===== src/rtl/spi_regfile_if.sv =====
// Register bus between the SPI register slave (master side) and spi_regfile (slave side).
interface spi_regfile_if #(
  parameter int ADDR_W = 3,
  parameter int REG_W  = 8
);
  logic [ADDR_W-1:0] reg_addr;
  logic [REG_W-1:0]  reg_wdata;
  logic              reg_wdata_dv;
  logic [REG_W-1:0]  reg_rdata;

  modport master (output reg_addr, output reg_wdata, output reg_wdata_dv, input reg_rdata);
  modport slave  (input reg_addr, input reg_wdata, input reg_wdata_dv, output reg_rdata);
endinterface


===== src/rtl/spi_regfile.sv =====
// Byte-wide 8-entry register bank for the TDC: control/config outputs, result snapshot, sticky flags.
// Optional macro SPI_REGFILE_IRQ_EN enables the irq mask (CFG[1:0]) and irq_o.
module spi_regfile #(
  parameter int              ADDR_W = 3,
  parameter int              REG_W  = 8,
  parameter int              RES_W  = 24,
  parameter logic [REG_W-1:0] ID_VAL = 8'hA5
) (
  input  logic             clk,
  input  logic             rstb,
  input  logic             ena,
  spi_regfile_if.slave     bus,
  input  logic [RES_W-1:0] result_i,
  input  logic             result_dv_i,
  input  logic             busy_i,
  output logic             ctrl_en_o,
  output logic             start_o,
  output logic [5:0]       cfg_o,
  output logic             irq_o
);

  localparam logic [ADDR_W-1:0] A_CTRL   = ADDR_W'(0);
  localparam logic [ADDR_W-1:0] A_CFG    = ADDR_W'(1);
  localparam logic [ADDR_W-1:0] A_STATUS = ADDR_W'(2);
  localparam logic [ADDR_W-1:0] A_RES0   = ADDR_W'(3);
  localparam logic [ADDR_W-1:0] A_RES1   = ADDR_W'(4);
  localparam logic [ADDR_W-1:0] A_RES2   = ADDR_W'(5);
  localparam logic [ADDR_W-1:0] A_SCR    = ADDR_W'(6);

  // start and clr are action bits: never stored, so they read back as 0
  localparam logic [REG_W-1:0] CTRL_MASK = REG_W'(8'hF9);
`ifdef SPI_REGFILE_IRQ_EN
  localparam logic [REG_W-1:0] CFG_MASK  = REG_W'(8'hFF);
`else
  localparam logic [REG_W-1:0] CFG_MASK  = REG_W'(8'hFC);
`endif

  logic [REG_W-1:0] ctrl_q, ctrl_d;
  logic [REG_W-1:0] cfg_q, cfg_d;
  logic [REG_W-1:0] scratch_q, scratch_d;
  logic [REG_W-1:0] rdata_q, rdata_d;
  logic [23:0]      snap_q, snap_d;
  logic             valid_q, valid_d;
  logic             ovf_q, ovf_d;
  logic             start_q, start_d;

  logic             wr, wr_ctrl, wr_cfg, wr_status, wr_scr;
  logic             clr, w1c_valid, w1c_ovf, cap;
  logic             valid_base, ovf_base;
  logic [23:0]      res_ext;
  logic [REG_W-1:0] rd_mux;
  logic [REG_W-1:0] res_byte [3];

  always_comb begin
    res_ext              = '0;
    res_ext[RES_W-1:0]   = result_i;
  end

  genvar gi;
  generate
    for (gi = 0; gi < 3; gi++) begin : g_res_byte
      assign res_byte[gi] = REG_W'(snap_q[gi*8 +: 8]);
    end
  endgenerate

  always_comb begin
    rd_mux = ID_VAL;
    case (bus.reg_addr)
      A_CTRL:   rd_mux = ctrl_q;
      A_CFG:    rd_mux = cfg_q;
      A_STATUS: rd_mux = REG_W'({busy_i, ovf_q, valid_q});
      A_RES0:   rd_mux = res_byte[0];
      A_RES1:   rd_mux = res_byte[1];
      A_RES2:   rd_mux = res_byte[2];
      A_SCR:    rd_mux = scratch_q;
      default:  rd_mux = ID_VAL;
    endcase
  end

  always_comb begin
    wr        = ena & bus.reg_wdata_dv;
    wr_ctrl   = wr && (bus.reg_addr == A_CTRL);
    wr_cfg    = wr && (bus.reg_addr == A_CFG);
    wr_status = wr && (bus.reg_addr == A_STATUS);
    wr_scr    = wr && (bus.reg_addr == A_SCR);
    clr       = wr_ctrl & bus.reg_wdata[2];
    w1c_valid = wr_status & bus.reg_wdata[0];
    w1c_ovf   = wr_status & bus.reg_wdata[1];
    cap       = ena & result_dv_i;

    // Clears are applied before the capture, so a same-cycle result always lands
    valid_base = valid_q & ~clr & ~w1c_valid;
    ovf_base   = ovf_q & ~clr & ~w1c_ovf;

    ctrl_d    = wr_ctrl ? (bus.reg_wdata & CTRL_MASK) : ctrl_q;
    cfg_d     = wr_cfg ? (bus.reg_wdata & CFG_MASK) : cfg_q;
    scratch_d = wr_scr ? bus.reg_wdata : scratch_q;
    valid_d   = cap | valid_base;
    ovf_d     = ovf_base | (cap & valid_base);

    snap_d = snap_q;
    if (clr)
      snap_d = '0;
    if (cap && !valid_base)
      snap_d = res_ext;

    start_d = wr_ctrl & bus.reg_wdata[1];
    rdata_d = ena ? rd_mux : rdata_q;
  end

  always_ff @(posedge clk) begin
    if (!rstb) begin
      ctrl_q    <= '0;
      cfg_q     <= '0;
      scratch_q <= '0;
      rdata_q   <= '0;
      snap_q    <= '0;
      valid_q   <= 1'b0;
      ovf_q     <= 1'b0;
      start_q   <= 1'b0;
    end else begin
      ctrl_q    <= ctrl_d;
      cfg_q     <= cfg_d;
      scratch_q <= scratch_d;
      rdata_q   <= rdata_d;
      snap_q    <= snap_d;
      valid_q   <= valid_d;
      ovf_q     <= ovf_d;
      start_q   <= start_d;
    end
  end

`ifdef SPI_REGFILE_IRQ_EN
  logic irq_q, irq_d;

  always_comb begin
    irq_d = ena ? |({ovf_q, valid_q} & cfg_q[1:0]) : irq_q;
  end

  always_ff @(posedge clk) begin
    if (!rstb)
      irq_q <= 1'b0;
    else
      irq_q <= irq_d;
  end

  assign irq_o = irq_q;
`else
  assign irq_o = 1'b0;
`endif

  assign bus.reg_rdata = rdata_q;
  assign ctrl_en_o     = ctrl_q[0];
  assign start_o       = start_q;
  assign cfg_o         = cfg_q[7:2];

endmodule


===== src/flat_wrapper.sv =====
// flat-port wrapper written by rule: the top's interface ports become plain ports
module spi_regfile_flat 
#(
  parameter int              ADDR_W = 3,
  parameter int              REG_W  = 8,
  parameter int              RES_W  = 24,
  parameter logic [REG_W-1:0] ID_VAL = 8'hA5
)
  (clk, rstb, ena, result_i, result_dv_i, busy_i, ctrl_en_o, start_o, cfg_o, irq_o, bus_reg_addr, bus_reg_wdata, bus_reg_wdata_dv, bus_reg_rdata);
  spi_regfile_if #(.ADDR_W(ADDR_W), .REG_W(REG_W)) bus_i ();
  input  logic clk;
  input  logic rstb;
  input  logic ena;
  input  logic [RES_W-1:0] result_i;
  input  logic result_dv_i;
  input  logic busy_i;
  output logic ctrl_en_o;
  output logic start_o;
  output logic [5:0] cfg_o;
  output logic irq_o;
  input wire logic [$bits(bus_i.reg_addr)-1:0] bus_reg_addr;
  input wire logic [$bits(bus_i.reg_wdata)-1:0] bus_reg_wdata;
  input wire logic [$bits(bus_i.reg_wdata_dv)-1:0] bus_reg_wdata_dv;
  output wire logic [$bits(bus_i.reg_rdata)-1:0] bus_reg_rdata;
  assign bus_i.reg_addr = bus_reg_addr;
  assign bus_i.reg_wdata = bus_reg_wdata;
  assign bus_i.reg_wdata_dv = bus_reg_wdata_dv;
  assign bus_reg_rdata = bus_i.reg_rdata;
  spi_regfile #(.ADDR_W(ADDR_W), .REG_W(REG_W), .RES_W(RES_W), .ID_VAL(ID_VAL)) u_core (.clk(clk), .rstb(rstb), .ena(ena), .bus(bus_i), .result_i(result_i), .result_dv_i(result_dv_i), .busy_i(busy_i), .ctrl_en_o(ctrl_en_o), .start_o(start_o), .cfg_o(cfg_o), .irq_o(irq_o));
endmodule

===== config.mk =====
export PLATFORM = sky130hd
export DESIGN_NAME = spi_regfile_flat
export DESIGN_NICKNAME = d
export VERILOG_FILES = /design/src/rtl/spi_regfile_if.sv /design/src/rtl/spi_regfile.sv /design/src/flat_wrapper.sv
export SDC_FILE = /design/constraint.sdc
export NUM_CORES = 1
export LEC_CHECK = 0
export BUFFER_PORTS_ARGS = -buffer_cell sky130_fd_sc_hd__buf_2
export CAP_MARGIN = 10
export CORE_ASPECT_RATIO = 1.1
export CORE_UTILIZATION = 30
export CTS_CLUSTER_DIAMETER = 150
export DETAILED_ROUTE_END_ITERATION = 16
export PLACE_DENSITY = 0.48
export SYNTH_ARGS = -nofsm -noshare
export SYNTH_HDL_FRONTEND = slang
export SYNTH_SLANG_ARGS = --single-unit

===== constraint.sdc =====
create_clock -name clk -period 2.7 [get_ports clk]
set_clock_uncertainty 0.1 [all_clocks]
set_input_delay 0.405 -clock clk [delete_from_list [all_inputs] [get_ports clk]]
set_output_delay 0.405 -clock clk [all_outputs]
set_load 0.1 [all_outputs]

==> reports/qor.yml <==
timing:
  setup_viol: 0
  hold_viol_final: 0
  worst-slew-pin-transition_ns: 1.15
  min_period_ns: 2.08
  maxSlewViolCount: 0
  fmax_ghz: 0.482
  setup_tns_ns: 0
  finalCritPeriodShare: 0.769
  fin_hold_ws_ns: 0.202
  slew_headroom: 0.236
  setup_slack_ns: 0.624
  rsz0062_at_grt: "false"
synthesis:
  synth-edff-count: 0
  ys.flop_type: "dfxtp_1"
  synth_cells: 231
  yosys_warnings: 0
  synth.avg_cell_area_sq_um: 10.4
  syn_nets: 272
  synthDistinctLibCells: 37
  synth_area_sq_um: 2400
  yosysSeqAreaShare: 0.459
  ys_ff_latch: 55
  async_flop_share: 0
worst_hold_path:
  hold_path.startpoint: "result_i[7]"
  hold_class: "input port to flop"
drt:
  wl_per_cell_um: 15.9
  ant_nets: 0
  via_per_inst: 4.90
  totalWireLength_mm: 6.16
  dr.pass1.iters: 4
  drtIter0Drc: 59
  drc: 0
  vias: 1898
cells_and_area:
  area_delta_synth_final_pct: 20.3
  nNetsFinal: 322
  final_common_cell: "buf_2"
  final_cell_mix: "buf_2 (56), dfxtp_1 (55), nor2b_1 (32)"
  fin_util: 0.380
  drive_gt1_frac: 0.277
  n_antenna_cell: 0
worst_setup_path:
  worstPathArrival_ns: 2.22
  end_kind: "flop"
  r2r-start: "u_core.valid_q"
  path_class: "input port to flop"
  crit_path_max_fanout: 24
  cp-startpoint: "bus_reg_addr[0]"
  crit_required_ns: 2.85
  critPathLaunchType: "input port"
clock_network:
  clkTransAtPathRegs_ns: 0.10
  clkLatencyLatePin_ns: 0.30
  cts_root_buf: "clkbuf_8"
  cts_tree: "done"
  cts_buffer_depth: 2
  hold_buffers: 0
  cts_htree_levels: 2
  clock_sinks: 55
  cts_buffers: 5
  post_cts_buffers: 0
  post_cts_resized: 0
die:
  num_rows: 33
  boundaryPins: 58
  die_y_um: 95.8
  start_util: 0.316
  core-area_sq_um: 7600
  die_x_um: 87.2
  die_area_sq_um: 8350
power:
  power_mw: 1.72
  seq_power_share: 0.497
  swShare: 0.251
  p_switching_mw: 0.433
  power_density_nw_per_um2: 597
  pwr-share-comb: 0.133
  leakagePower_nw: 1.20
  clockPowerShare: 0.370
  p_int_mw: 1.29
  peakVddDrop_uv: 235
grt:
  grt_max_degree: 35
  grt_usage: 0.154
  grt_pass1_wl_mm: 9.64
  first_global_vias: 1835
  grt-ovfl-total: 0
  antenna_found_initial: 0
placement:
  pre_cts_ws_ns: 0.261
  portBuffers: 56
  hpwl_mm: 4.51
  place_congestion: 0.803
run:
  maxCapViolCount: 0
outcome:
  status: "finished clean"
final cells by class:
type,instances,area (sq um)
Clock buffer,5,68.8
Clock inverter,3,67.6
Fill cell,838,4710
Inverter,3,11.3
Multi-Input combinational cell,154,1180
Sequential cell,55,1100
Tap cell,105,131
Timing Repair Buffer,62,325
final timing paths:
kind / endpoint / slack (ns) / depth (start not counted)
worst min register to register: u_core.bus.reg_rdata[0] / 0.37 / 2
worst max-delay path: u_core.snap_q[17] / 0.62 / 5
worst max register to register: u_core.snap_q[17] / 0.97 / 4
worst min-delay path: u_core.snap_q[7] / 0.20 / 2
stage by stage:
| stage | instance area (sq um) | instances |
|---|---|---|
| finish | 2880 | 387 |
| global route | 2880 | 387 |
| CTS | 2880 | 387 |
| detailed placement | 2750 | 379 |
| global placement | 2750 | 379 |
| floorplan | 2400 | 231 |
power groups by stage:
stage / logic (mW) / registers, mW / clock network [mW]
finish: 0.229 / 0.857 / 0.637
detailed placement: 0.231 / 0.876 / 0
CTS: 0.231 / 0.857 / 0.658
global route: 0.247 / 0.861 / 0.690
floorplan: 0.115 / 0.921 / 0
global placement: 0.230 / 0.876 / 0
registers in the layout (all words and copies together), names as in the netlist:
signal	flops
u_core.bus.reg_rdata	8
u_core.cfg_q	6
u_core.ctrl_q	6
u_core.ovf_q	1
u_core.scratch_q	8
u_core.snap_q	24
u_core.start_o	1
u_core.valid_q	1
synth_stat cells (all sizes together) (2+ instances only):
library cell / instances / area [sq um]
a22oi: 2 / 15.0
a22o: 28 / 245
nor2b: 32 / 200
buf: 11 / 76.3
a21boi: 2 / 15.0
a21o: 4 / 30.0
mux4: 2 / 45.0
nor2: 3 / 11.3
nand4: 3 / 25.0
nand2: 6 / 22.5
o2bb2ai: 2 / 17.5
nand3: 6 / 30.0
a221oi: 3 / 26.3
and2: 2 / 12.5
a21oi: 10 / 53.8
clkbuf: 8 / 30.0
nand3b: 2 / 15.0
o21ai: 12 / 60.1
inv: 3 / 11.3
dfxtp: 55 / 1100
mux2i: 22 / 220
a31oi: 3 / 33.8
kinds of logic (layout without fill, tap and decap cells):
kind of cell	Yosys count	after routing	synth area share
AOI/OAI and AO/OA	71	71	0.230
buffers and inverters	22	73	0.0491
DFF	55	55	0.459
muxes	25	25	0.115
other	1	1	0.00156
and+or+nand+nor	57	57	0.145
routing by layer:
metal | track usage | vias to the layer above | part of all wire
li1 | - | 951 | -
met1 | 0.205 | 898 | 0.47
met3 | 0.0292 | 2 | 0.042
met4 | 0.0328 | 0 | 0.0036
met2 | 0.261 | 47 | 0.48
met5 | 0 | - | 0
worst max-delay path, cell delays in order:
cell     delay [ns]
buf_2          0.17
nor2_1         0.20
nand4_1        0.24
a21oi_2        0.95
a22o_1         0.24
(Power assumes the default switching activity.)
